## config.mk

```make
export PLATFORM = sky130hd
export DESIGN_NAME = xaddr_decoder_bus
export DESIGN_NICKNAME = d
export VERILOG_FILES = /design/src/rtl/xaddr_decoder_bus.sv
export SDC_FILE = /design/constraint.sdc
export NUM_CORES = 1
export LEC_CHECK = 0
export ABC_AREA = 1
export CORE_ASPECT_RATIO = 1.2
export CORE_MARGIN = 3
export CORE_UTILIZATION = 44
export CTS_BUF_LIST = sky130_fd_sc_hd__clkbuf_8
export DETAILED_ROUTE_END_ITERATION = 8
export HOLD_SLACK_MARGIN = 0.15
export PLACE_DENSITY = 0.95
export SYNTH_ARGS = -nofsm -noshare
export SYNTH_HDL_FRONTEND = slang
export SYNTH_SLANG_ARGS = --single-unit
```

## constraint.sdc

```tcl
create_clock -name clk -period 2 [get_ports clk]
set_input_delay 0.3 -clock clk [delete_from_list [all_inputs] [get_ports clk]]
set_output_delay 0.3 -clock clk [all_outputs]
set_load 0.005 [all_outputs]
```

## src/rtl/xaddr_decoder_bus.sv

```systemverilog
// Registered address decoder: maps CPU accesses onto N_SLV handshaked slave channels,
// trapping unmapped addresses and slave timeouts with a sticky flag, cause, address and count.
//
// state  | meaning
// IDLE   | waiting for sel; decodes addr and latches the access
// ACCESS | slave selected, waiting for its ready or the timeout limit
// RESP   | one-cycle acknowledge with captured read data
// TRAP   | one-cycle acknowledge of a faulted access, data forced to 0
module xaddr_decoder_bus #(
  parameter int ADDR_W = 12,
  parameter int DATA_W = 32,
  parameter int N_SLV = 4,
  parameter logic [N_SLV*ADDR_W-1:0] BASE_VEC = {12'h420, 12'h410, 12'h400, 12'h000},
  parameter logic [N_SLV*4-1:0] OFFW_VEC = {4'd0, 4'd0, 4'd4, 4'd10},
  parameter int TIMEOUT = 15
) (
  input  logic                    clk,
  input  logic                    rst_n,
  input  logic                    sel,
  input  logic                    we,
  input  logic [ADDR_W-1:0]       addr,
  output logic                    ready,
  output logic [DATA_W-1:0]       data_to_rd,
  output logic [N_SLV-1:0]        slv_sel,
  input  logic [N_SLV-1:0]        slv_ready,
  input  logic [N_SLV*DATA_W-1:0] slv_data_to_rd,
  input  logic                    trap_clr,
  output logic                    trap_pend,
  output logic                    trap_cause,
  output logic [ADDR_W-1:0]       trap_addr,
  output logic [7:0]              trap_cnt
);

  localparam int IDX_W = (N_SLV > 1) ? $clog2(N_SLV) : 1;

  typedef enum logic [1:0] {IDLE, ACCESS, RESP, TRAP} state_t;

  state_t             state;
  state_t             state_nxt;
  logic [IDX_W-1:0]   idx_q;
  logic               we_q;
  logic [ADDR_W-1:0]  addr_q;
  logic [7:0]         wcnt;
  logic [DATA_W-1:0]  data_q;

  logic               hit;
  logic [IDX_W-1:0]   hit_idx;
  logic [ADDR_W-1:0]  mask;
  logic               sel_ready;
  logic               timeout_hit;
  logic               trap_set;
  logic [DATA_W-1:0]  slot_data;

  // Scan from the top so the lowest hitting index is the one left standing.
  always_comb begin
    hit     = 1'b0;
    hit_idx = '0;
    mask    = '0;
    for (int i = N_SLV - 1; i >= 0; i--) begin
      mask = {ADDR_W{1'b1}} << OFFW_VEC[i*4 +: 4];
      if ((addr & mask) == BASE_VEC[i*ADDR_W +: ADDR_W]) begin
        hit     = 1'b1;
        hit_idx = IDX_W'(i);
      end
    end
  end

  assign sel_ready   = slv_ready[idx_q];
  assign timeout_hit = (wcnt == 8'(TIMEOUT - 1));
  assign slot_data   = slv_data_to_rd[int'(idx_q)*DATA_W +: DATA_W];
  assign trap_set    = (state_nxt == TRAP);

  always_ff @(posedge clk or negedge rst_n) begin
    if (!rst_n) begin
      state <= IDLE;
    end else begin
      state <= state_nxt;
    end
  end

  always_comb begin
    state_nxt = state;
    case (state)
      IDLE: begin
        if (sel) begin
          state_nxt = hit ? ACCESS : TRAP;
        end
      end
      ACCESS: begin
        if (sel_ready) begin
          state_nxt = RESP;
        end else if (timeout_hit) begin
          state_nxt = TRAP;
        end
      end
      RESP:    state_nxt = IDLE;
      TRAP:    state_nxt = IDLE;
      default: state_nxt = IDLE;
    endcase
  end

  always_comb begin
    ready      = (state == RESP) || (state == TRAP);
    data_to_rd = (state == RESP) ? data_q : '0;
    slv_sel    = '0;
    if (state == ACCESS) begin
      slv_sel[idx_q] = 1'b1;
    end
  end

  always_ff @(posedge clk or negedge rst_n) begin
    if (!rst_n) begin
      idx_q  <= '0;
      we_q   <= 1'b0;
      addr_q <= '0;
      wcnt   <= '0;
      data_q <= '0;
    end else begin
      if (state == IDLE && sel) begin
        addr_q <= addr;
        we_q   <= we;
        idx_q  <= hit_idx;
        wcnt   <= '0;
      end
      if (state == ACCESS) begin
        if (sel_ready) begin
          data_q <= we_q ? '0 : slot_data;
        end else if (!timeout_hit) begin
          wcnt <= wcnt + 8'd1;
        end
      end
    end
  end

  // Trap bookkeeping is done on entry so the flags are already visible while ready is high.
  always_ff @(posedge clk or negedge rst_n) begin
    if (!rst_n) begin
      trap_pend  <= 1'b0;
      trap_cause <= 1'b0;
      trap_addr  <= '0;
      trap_cnt   <= '0;
    end else if (trap_set) begin
      trap_pend  <= 1'b1;
      trap_cause <= (state == ACCESS);
      trap_addr  <= (state == IDLE) ? addr : addr_q;
      if (trap_cnt != 8'hff) begin
        trap_cnt <= trap_cnt + 8'd1;
      end
    end else if (trap_clr) begin
      trap_pend <= 1'b0;
    end
  end

endmodule

```

# Word level (Yosys, flattened, before mapping)
# Index checks and enable logic that the tools add are counted.
dict set report word_totals {
  regBits 79
  in_bits 149
  out_inout_bits 59
  elab_cells 60
}
dict set report op_classes {
  addsub 2
  magnitude_cmp 2
  eq_ne 9
  n_shift 1
  n_mux 27
  reduce_logical 9
}
# operator count
set op_table {}
lappend op_table {{$shiftx 128x8->32} 1}
lappend op_table {{$mux 32} 2}
lappend op_table {{$mux 8} 4}
lappend op_table {{$eq 12x11->1 const B} 2}
lappend op_table {{$add 8x1->8 const B} 2}
lappend op_table {{$mux 2} 8}
lappend op_table {{$logic_not 12->1} 1}
lappend op_table {{$mux 12} 1}
lappend op_table {{$eq 8x4->1 const B} 1}
lappend op_table {{$eq 8x7->1 const B} 1}
lappend op_table {{$mux 1} 8}
lappend op_table {{$ne 8x8->1 const B} 1}
lappend op_table {{$eq 2x2->1 const B} 3}
lappend op_table {{$pmux 2 s3} 1}
lappend op_table {{$mux 4} 1}
lappend op_table {{$reduce_and 2->1} 2}
lappend op_table {{$lt 2x3->1 const B} 1}
lappend op_table {{$bmux 1 s2} 1}
lappend op_table {{$demux 1 s2} 1}
lappend op_table {{$eq 2x1->1 const B} 1}
lappend op_table {{$ge 2x1->1 const B} 1}
lappend op_table {{$logic_and 1x1->1} 2}
lappend op_table {{$logic_not 2->1} 1}
lappend op_table {{$reduce_bool 2->1} 1}
lappend op_table {{2 further kinds} 2}

# Longest topological paths before layout
# Gate-level depths: netlist (run 1).
dict set report depth {
  word_depth 10
  mapped_depth 12
  mapped_depth_nobuf 11
}

# Least setup slack after synthesis (run 1)
# Ideal clock, no wire load.
dict set report synth_timing {
  path_type {flip-flop to flip-flop}
  from {register trap_cnt[0]}
  to {register trap_cnt[5]}
  setup_time_ns 0.066
  t_arrival_ns 1.379
  required_time_ns 1.934
  setup_slack_ns 0.555
  path_stages_with_launch 8
  path_buffers 0
  period_less_slack_ns 1.445
  cell_sequence {dfrtp_1 ha_1 nand3_1 nor2_1 nand3_1 nand3_4 nand2_1 nand2_1}
}
dict set report synth_via {
  elab_chain_cells 2
  word_cells_on_any_way 3
  classes_between {add/sub: 1; eq/ne: 1; reduce/logical: 1}
}
# item line_no
set synth_lines {}
lappend synth_lines {{from (decl)} 31} ;# output logic [7:0] trap_cnt
lappend synth_lines {{from (signal assigned)} 147} ;# trap_cnt <= trap_cnt + 8'd1;
lappend synth_lines {{parallel branches: the longest is 2 deep, another holds $add 8x1->8} -}
# Parallel ways; which one is timed is not known.
# A chain may end at the register's enable or synchronous reset.

# Worst setup path after layout (run 1)
dict set report layout_timing {
  from {register state[0]}
  to {output data_to_rd[26]}
}
dict set report layout_via {
  elab_chain_cells 2
}
# item line_no
set layout_lines {}
lappend layout_lines {{from (decl)} 38} ;# state_t state;
lappend layout_lines {{from (signal assigned)} 77} ;# state <= state_nxt;
lappend layout_lines {{$eq 2x2->1} 104} ;# data_to_rd = (state == RESP) ? data_q : '0;
lappend layout_lines {{$mux 32} 104}
lappend layout_lines {{to (decl)} 23} ;# output logic [DATA_W-1:0] data_to_rd,
# Every way passes these cells.

==> flow_summary.json, run 1 <==
{
  "status": "completed",
  "synth_area_leaders": "dfrtp_1 40%, nand2_1 17%, a21oi_1 6.6%, o211ai_1 4.9%, o21ai_0 4.8%",
  "place_congestion": 0.848,
  "row_count": 41,
  "maxCapViolations": 0,
  "finalSetupViolations": 0,
  "antennaDiodeCount": 0,
  "post-route-util_pct": 69.6,
  "drt_pass1_iterations": 5,
  "syn_inst": 674,
  "timing.fmax_ghz": 0.528,
  "track_usage_pct": 25.5,
  "synth.avg_cell_area_um2": 7.26,
  "synth_nets": 826,
  "timing.final.ws_setup_ns": 0.107,
  "crit_arrival_ns": 1.59,
  "final_cells": 1012,
  "num_vias": 5288,
  "overflow": 0,
  "peakVddDrop_v": 0.000722,
  "fin_setup_tns_ns": 0,
  "worstSetupPathType": "reg -> out",
  "hold-worst-slack_ns": 0.418,
  "ys.warnings.count": 0,
  "dp_slack_ns": 0.00581,
  "dieHeight_um": 122,
  "p_leak_nw": 3.56,
  "grt_max_degree": 63,
  "coreArea_mm2": 0.0107,
  "period_needed_ns": 1.89,
  "antenna_found_initial": 0,
  "cp_max_fo": 16,
  "dpl.hpwl_um": 11700,
  "synth_top_area_share_pct": 40.4,
  "via_per_inst": 5.23,
  "r2r_slack_ns": 0.17,
  "crit_required_ns": 1.70,
  "synth_common_cells": "221 x nand2_1, 79 x dfrtp_1, 65 x a21oi_1",
  "cp-end-kind": "output pin",
  "worst_clock_skew_ns": 0.0143,
  "tightest_slew_ns": 0.411,
  "synth.largest_area_cell": "dfrtp_1",
  "ios": 208,
  "cts_buffer_depth": 2,
  "grt_first_pass_wirelength_um": 25100,
  "yosysMostFrequentCell": "nand2_1",
  "clock_latency_ns": 0.36,
  "wl_um": 16000,
  "syn2layout_area_growth_pct": 51.8,
  "placedCellCount": 991,
  "htreeDepth": 3,
  "synth_seq_area_share_pct": 40.4,
  "nNetsFinal": 1030,
  "io_buffer_count": 207,
  "drive_above_1_share_pct": 9.74,
  "dieWidth_um": 102,
  "final_antenna_net_count": 0,
  "start_kind": "flip-flop",
  "ys_async_sr_fraction_pct": 100,
  "start_util_pct": 45.9,
  "finalHoldViolCount": 0,
  "synthesis.area_mm2": 0.00489,
  "synth_ff_type": "dfrtp_1",
  "grt_pass1_vias": 5202,
  "drv_slew": 0,
  "cts_root_buffer": "clkbuf_8",
  "hold_class": "in -> async",
  "drt_iter0_markers": 243,
  "numCtsBuffers": 9,
  "powerDensity_mw_per_mm2": 965,
  "cts_sinks": 79,
  "slew_headroom_pct": 72.5,
  "ys_ff_latch": 79,
  "drc": 0,
  "path_clk_slew_ns": 0.08,
  "dieArea_mm2": 0.0124,
  "rsz0062_at_grt": "false",
  "avgRoutedWirePerCell_um": 15.9,
  "synth_edf_count": 0,
  "cts_tree": "yes",
  "final.period_utilization_pct": 94.7,
  "synth.distinct_cells": 29
}
[cell usage in the layout (no fill, tap or decap), types with 3 or more instances in the layout]
cell type and n:
o211ai_1 32, dlygate4sd2_1 28, clkbuf_8 10, inv_2 3, nand4_1 9, dfrtp_2 3
buf_4 21, ha_1 3, nor2_1 45, mux2i_1 8, o21ai_0 47, dfrtp_1 76
inv_1 48, nand2_1 220, dlymetal6s2s_1 8, nor3_1 5, nand3_1 18, inv_6 3
o21ai_2 13, nand2_2 8, a21oi_1 65, xor2_1 6, buf_12 7, o21ai_1 5
clkdlybuf4s50_1 170
[cell families after synthesis]
family                     Yosys count  synth area share, %
and+or+nand+nor                    316                 27.1
AOI/OAI and AO/OA                  164                 19.8
buffers and inverters               96                 8.84
DFF                                 79                 40.4
xor gates and xnor gates             8                 1.43
muxes                                8                 1.64
adders and majority gates            3                0.767
[cell type report]
type	instances	area, µm²
flip-flops and latches	79	1980
repair buffers	236	2390
clock inverters	6	50.0
clock buffers	10	138
fillers	835	3240
well taps	129	161
inverters	53	204
multi-input cells	499	2510
[worst max-delay path: stages (launching register included)]
cell and delay (ns):
dfrtp_1 0.39, inv_2 0.10, nand2_4 0.08, bufbuf_16 0.29, nor2_1 0.12, dlygate4sd2_1 0.26
[sequential cells by signal (all words and copies together) (netlist names), 2 cells and up]
register / flops
addr_q: 12
idx_q: 2
data_q: 32
trap_addr: 12
wcnt: 8
trap_cnt: 8
state: 2
[through the flow]
step,total power [mW],area (µm²)
floorplan,4.38,4890
global placement,5.82,7150
detailed placement,5.98,7150
CTS,7.23,7400
global route,7.73,7430
finish,7.17,7430
[routing by layer]
| metal | vias to the layer above | wire length (µm) | GRT usage [%] |
|---|---|---|---|
| met2 | 194 | 8060 | 44.0 |
| met5 | - | 0 | 0 |
| met3 | 38 | 1190 | 5.56 |
| li1 | 2609 | - | - |
| met1 | 2447 | 6270 | 30.8 |
| met4 | 0 | 533 | 9.93 |
[what timing repair did]
action	in CTS	in global routing
setup endpoints to repair	36	20
pin swaps	1	0
buffers inserted	3	0
resized for setup	37	11
hold buffers	1	0
cloned	1	0
endpoints found under the hold margin	25	0
[path summary, 6_finish.rpt]
| kind | endpoint | startpoint | cells after the start |
|---|---|---|---|
| max | data_to_rd[26] | state[0] | 5 |
| min | data_q[19] | rst_n | 2 |
| max reg2reg | trap_addr[4] | idx_q[1] | 9 |
| min reg2reg | addr_q[1] | addr_q[1] | 2 |
| max in group asynchronous | data_q[31] | rst_n | 3 |
| min in group clk | addr_q[1] | addr_q[1] | 2 |
[report_power, final]
group / internal [mW] / switching, mW
combinational: 1.65 / 1.82
clock: 0.500 / 0.627
sequential: 2.24 / 0.334
total: 4.39 / 2.78
Power figures use the tool's default switching activity.
==> run 2: changes to the inputs <==
--- a/config.mk
+++ b/config.mk
@@ -13,6 +13,7 @@
 export DETAILED_ROUTE_END_ITERATION = 8
 export HOLD_SLACK_MARGIN = 0.15
 export PLACE_DENSITY = 0.95
+export REMOVE_ABC_BUFFERS = 1
 export SYNTH_ARGS = -nofsm -noshare
 export SYNTH_HDL_FRONTEND = slang
 export SYNTH_SLANG_ARGS = --single-unit
==> run 2 against run 1 <==
Against the previous run:
- final cell count rose by 0.30%
- register-to-register slack improved by 0.08 ns
- combinational power fell by 3%
- worst hold slack improved by 0.011 ns
- critical endpoint is now data_to_rd[1]
==> flow_summary.json, run 2 (synthesized netlist as in run 1, its figures left out) <==
{
  "coreArea_mm2": 0.0107,
  "p_leak_nw": 3.47,
  "via_per_inst": 5.19,
  "largest_reg_flops": 32,
  "grt_max_degree": 52,
  "nNetsFinal": 1034,
  "drc": 0,
  "maxCapViolations": 0,
  "track_usage_pct": 24.1,
  "numCtsBuffers": 9,
  "grt_pass1_vias": 5087,
  "dieHeight_um": 122,
  "finalHoldViolCount": 0,
  "design_area_mm2": 0.00740,
  "io_buffer_count": 207,
  "dpl.hpwl_um": 11600,
  "place_congestion": 0.908,
  "dpl_cell_area_mm2": 0.00718,
  "slew_headroom_pct": 73.0,
  "worstSetupPathType": "reg -> out",
  "r2r_slack_ns": 0.25,
  "dieArea_mm2": 0.0124,
  "wl_um": 15500,
  "layout_commonest_cell": "nand2_1",
  "drt_pass1_iterations": 5,
  "drv_slew": 0,
  "row_count": 41,
  "overflow": 0,
  "clock_latency_ns": 0.34,
  "rsz0062_at_grt": "false",
  "p_total_mw": 7.16,
  "crit_required_ns": 1.70,
  "hold_class": "in -> async",
  "dieWidth_um": 102,
  "final_antenna_net_count": 0,
  "cts_sinks": 79,
  "final.period_utilization_pct": 90.1,
  "antenna_found_initial": 1,
  "cts_tree": "yes",
  "crit_arrival_ns": 1.50,
  "cts_root_buffer": "clkbuf_8",
  "num_vias": 5270,
  "worst_clock_skew_ns": 0.0107,
  "timing.rr.start": "state[1]",
  "grt_first_pass_wirelength_um": 23900,
  "r2r_end": "trap_addr[1]",
  "status": "completed",
  "start_kind": "flip-flop",
  "avgRoutedWirePerCell_um": 15.2,
  "r2r_cells": 8,
  "cp_max_fo": 32,
  "layout_common_cells": "221 x nand2_1, 170 x clkdlybuf4s50_1, 78 x dfrtp_1, 65 x a21oi_1, 51 x inv_1",
  "finalSetupViolations": 0,
  "ios": 208,
  "cts_buffer_depth": 2,
  "path_clk_slew_ns": 0.08,
  "syn2layout_area_growth_pct": 51.1,
  "powerDensity_mw_per_mm2": 967,
  "drt_iter0_markers": 292,
  "tightest_slew_ns": 0.404,
  "period_needed_ns": 1.80,
  "antennaDiodeCount": 0,
  "cp-end-kind": "output pin",
  "top_regs": "data_q: 32 flops, addr_q: 12 flops, trap_addr: 12 flops",
  "largest_register": "data_q",
  "start_util_pct": 45.9,
  "timing.fmax_ghz": 0.555,
  "drive_above_1_share_pct": 9.48,
  "peakVddDrop_v": 0.000789,
  "htreeDepth": 3
}
## run 2: metrics by stage
stage | setup WS, ns | setup TNS, ns | hold WS (ns) | utilization [%] | std cells
finish | 0.197 | 0 | 0.429 | 69.3 | 1015
global route | 0.0887 | 0 | 0.456 | 69.3 | 1015
CTS | 0.181 | 0 | 0.432 | 69.3 | 1015
detailed placement | 0.0238 | 0 | 0.250 | 67.3 | 997
global placement | 0.135 | 0 | 0.251 | 67.3 | 997
floorplan | -1.16 | -64.32 | 0.00441 | - | 631
## run 2: how the worst max path moves through the flow
| stage | startpoint | to | cells past startpoint |
|---|---|---|---|
| 2_1_floorplan | idx_q[0] | trap_addr[1] | 9 |
| 3_3_place_gp | addr[11] | trap_addr[3] | 11 |
| 5_1_grt | state[0] | data_to_rd[1] | 5 |
| 6_report | state[0] | data_to_rd[1] | 5 |
| 3_5_place_dp | addr[10] | trap_cause | 12 |
| 4_1_cts | state[0] | data_to_rd[1] | 5 |
## run 2: worst max-delay path: stages (launching register included)
cell,delay (ns)
dfrtp_1,0.40
inv_2,0.09
nand2_1,0.08
buf_12,0.18
nor2_1,0.11
dlygate4sd2_1,0.29
## run 2: layout make-up
cell class,count,area (µm²)
clock buffers,9,124
flip-flops and latches,79,1980
multi-input cells,499,2500
fillers,877,3270
repair buffers,240,2350
clock inverters,6,80.1
well taps,129,161
inverters,53,201
## run 2: metal layers
layer	vias to the layer above	wire (µm)	global-route usage (%)
met3	28	1340	5.90
met4	2	278	6.56
li1	2617	-	-
met5	-	13	0
met2	198	7560	42.3
met1	2425	6270	29.2
## run 2: power by group
group	internal, mW	switching, mW	total, mW
clock network	0.685	0.548	1.23
logic	1.59	1.77	3.36
registers	2.23	0.328	2.56
## run 2: repair_timing
item,4_1_cts,5_1_grt
hold buffers,1,0
endpoints found under the hold margin,28,0
endpoints found under the setup margin,36,0
resized for setup,44,0
setup buffers,2,0
==> run 3: changes to the inputs <==
--- a/config.mk
+++ b/config.mk
@@ -5,10 +5,10 @@
 export SDC_FILE = /design/constraint.sdc
 export NUM_CORES = 1
 export LEC_CHECK = 0
-export ABC_AREA = 1
+export ABC_AREA = 0
 export CORE_ASPECT_RATIO = 1.2
 export CORE_MARGIN = 3
-export CORE_UTILIZATION = 44
+export CORE_UTILIZATION = 43
 export CTS_BUF_LIST = sky130_fd_sc_hd__clkbuf_8
 export DETAILED_ROUTE_END_ITERATION = 8
 export HOLD_SLACK_MARGIN = 0.15
==> run 3 against run 2 <==
Against the previous run:
- the run now ends with setup timing left
- critical path depth grew 3
- synthesized cell count decreased by 38%
- first-iteration DRC count decreased by 8.9%
- via count is 16% lower
- worst setup slack got worse by 0.30 ns
- area after synthesis is 8.2% lower
- count of clock-buffer cells in the layout is the same
- final cell count fell by 22%
- non-clock buffer count rose by 20
- largest power group unchanged
- highest routed layer unchanged
==> flow_summary.json, run 3 <==
{
  "path_cells": "mux4_2 -> buf_6 -> o211ai_4 -> nand2_4 -> buf_6 -> buf_4 -> a21oi_2 -> a31oi_1",
  "status": "complete, but fails checks",
  "synthesis.area_mm2": 0.00449,
  "largest_reg_flops": 32,
  "p_seq_share_pct": 36.6,
  "dpl_cell_area_mm2": 0.00688,
  "num_vias": 4402,
  "start_util_pct": 44.4,
  "synth_edf_count": 0,
  "cp_num_buf_inv": 3,
  "synth_area_leaders": "dfrtp_1 44%, mux4_2 17%, nand2_1 6.3%, nand2b_1 4.9%, and2_1 4.6%",
  "highest_layer": "met5",
  "synth_top_area_share_pct": 44.0,
  "violations": "setup timing",
  "layout_common_cells": "168 x clkdlybuf4s50_1, 75 x dfrtp_1, 72 x nand2_1, 37 x buf_4, 35 x nand2b_1",
  "cts_root_buffer": "clkbuf_8",
  "p_int_mw": 5.10,
  "cp-end-kind": "flip-flop",
  "track_usage_pct": 25.9,
  "slowest_delay_ns": 0.56,
  "p_leak_nw": 3.32,
  "synth_ff_type": "dfrtp_1",
  "drc": 0,
  "wl_um": 16100,
  "finalHoldViolCount": 0,
  "cts_tree": "yes",
  "largest_register": "data_q",
  "ys_ff_latch": 79,
  "maxCapViolations": 0,
  "synth.largest_area_cell": "dfrtp_1",
  "tightest_slew_ns": 0.821,
  "via_per_inst": 5.54,
  "syn_inst": 421,
  "clock_power_share_pct": 16.2,
  "ys.warnings.count": 0,
  "cp_top_family": "multiplexers",
  "crit_required_ns": 2.24,
  "r2r_cells": 8,
  "rsz0062_at_grt": "true",
  "io_buffer_count": 207,
  "place_congestion": 0.811,
  "grt_max_degree": 54,
  "whs_path_depth": 3,
  "antennaDiodeCount": 0,
  "drive_above_1_share_pct": 22.2,
  "drt_pass1_iterations": 5,
  "ios": 208,
  "final_cells": 794,
  "dr_wl_met3_um": 1430,
  "synth.distinct_cells": 39,
  "ys_async_sr_fraction_pct": 100,
  "r2r_slack_ns": -0.10,
  "timing.final.ws_setup_ns": -0.102,
  "coreArea_mm2": 0.0101,
  "synth_common_cells": "79 x dfrtp_1, 76 x nand2_1, 35 x nand2b_1",
  "htreeDepth": 3,
  "design_area_mm2": 0.00751,
  "worst_clock_skew_ns": 0.0127,
  "period_needed_ns": 2.10,
  "dieWidth_um": 99.3,
  "timing.fmax_ghz": 0.476,
  "clock_latency_ns": 0.35,
  "synth.avg_cell_area_um2": 10.7,
  "switchingPower_mw": 2.85,
  "power.share.switching_pct": 35.8,
  "antenna_found_initial": 3,
  "finalSetupViolations": 19,
  "numCtsBuffers": 9,
  "post-route-util_pct": 74.3,
  "hold_class": "in -> reg",
  "drt_iter0_markers": 266,
  "wl_met1_um": 5460,
  "slew_headroom_pct": 45.3,
  "overflow": 0,
  "wl_met2_um": 8670,
  "layout_commonest_cell": "clkdlybuf4s50_1",
  "drv_slew": 0,
  "cts_buffer_depth": 2,
  "row_count": 40,
  "final.period_utilization_pct": 105,
  "dieArea_mm2": 0.0117,
  "cp_max_fo": 4,
  "avgRoutedWirePerCell_um": 20.3,
  "path_depth": 8,
  "dp_slack_ns": -0.545,
  "grt_pass1_vias": 4574,
  "final_antenna_net_count": 0,
  "cp_slowest_cell": "mux4_2",
  "cts_sinks": 79,
  "grt_first_pass_wirelength_um": 23900,
  "syn2layout_area_growth_pct": 67.2,
  "dieHeight_um": 118,
  "fin_setup_tns_ns": -1.12,
  "start_kind": "flip-flop",
  "placedCellCount": 758,
  "dpl.hpwl_um": 11000,
  "crit_arrival_ns": 2.34,
  "worstSetupPathType": "reg -> reg",
  "yosysMostFrequentCell": "dfrtp_1",
  "powerDensity_mw_per_mm2": 1060,
  "pwr-share-comb_pct": 47.2,
  "path_clk_slew_ns": 0.09,
  "top_regs": "data_q: 32 flops, addr_q: 12 flops, trap_addr: 12 flops",
  "nNetsFinal": 815,
  "synth_seq_area_share_pct": 44.0,
  "peakVddDrop_v": 0.000837,
  "crit_top_cell": "buf_6"
}
==> run 3: changes by cell type in the layout (fill, tap and decap cells not counted), sizes merged, moves of 16 or more <==
cell	previous run	this run
o21ai	65	34
a21oi	65	14
inv	56	2
and2	0	33
nand3	20	4
nand2b	0	35
o211ai	33	1
buf	33	51
nor2	50	17
mux4	0	33
nand2	230	76
==> run 3: worst paths after layout <==
| check | startpoint | end |
|---|---|---|
| worst max-delay path | idx_q[0] | trap_cnt[6] |
| worst max register to register | idx_q[0] | trap_cnt[6] |
| min in group asynchronous | rst_n | data_q[1] |
| worst min-delay path | addr[3] | addr_q[3] |
| max in group asynchronous | rst_n | state[0] |
| worst min register to register | data_q[28] | data_q[28] |
==> run 3: kinds of logic (layout without fill, tap and decap cells) <==
logic type                 Yosys count  after routing  synth area share, %
AOI/OAI and AO/OA                   55             55                 7.44
xor gates and xnor gates             7              7                 1.36
adders and majority gates            4              4                 1.09
buffers and inverters               30            277                 2.78
DFF                                 79             79                 44.0
muxes                               58             58                 22.3
and+or+nand+nor                    188            188                 21.1
==> run 3: worst reg2reg max path, cell delays in order, from the launching register on <==
cell and delay, ns:
dfrtp_2 0.38, mux4_2 0.56, buf_6 0.16, o211ai_4 0.30, nand2_4 0.12, buf_6 0.15, buf_4 0.14, a21oi_2 0.13
a31oi_1 0.05
==> run 3: per-stage QoR <==
step,hold slack (ns),power (mW)
floorplan,0.00441,4.17
global placement,0.365,5.71
detailed placement,0.379,5.91
CTS,0.344,7.48
global route,0.373,8.40
finish,0.363,7.94
==> run 3: area by class of cell <==
type	instances	area, µm²
Timing Repair Buffer	260	2570
Clock inverter	7	88.8
Tap cell	126	158
Clock buffer	9	124
Sequential cell	79	1980
Inverter	1	3.75
Fill cell	641	2600
Multi-Input combinational cell	312	2580
==> run 3: repair_timing <==
item / CTS / global route
hold buffers: 1 / 0
gates cloned: 2 / 2
pin swaps: 11 / 7
endpoints found under the setup margin: 71 / 53
resized for setup: 63 / 50
hold endpoints to repair: 50 / 0
buffers inserted: 10 / 8
==> run 3: power groups by stage <==
stage                     Combinational (mW)  Clock, mW  Sequential [mW]
after floorplan                         1.47          0             2.70
after global placement                  2.92          0             2.79
after detailed placement                3.08          0             2.83
after CTS                               3.37       1.29             2.82
after global routing                    4.03       1.36             3.00
final                                   3.75       1.29             2.91
==> run 3: routing by layer <==
metal  vias up  global-route usage, %
li1       1961                      -
met1      2159                   29.0
met2       224                   46.8
met3        52                   6.40
met4         6                   9.22
met5         -                      0
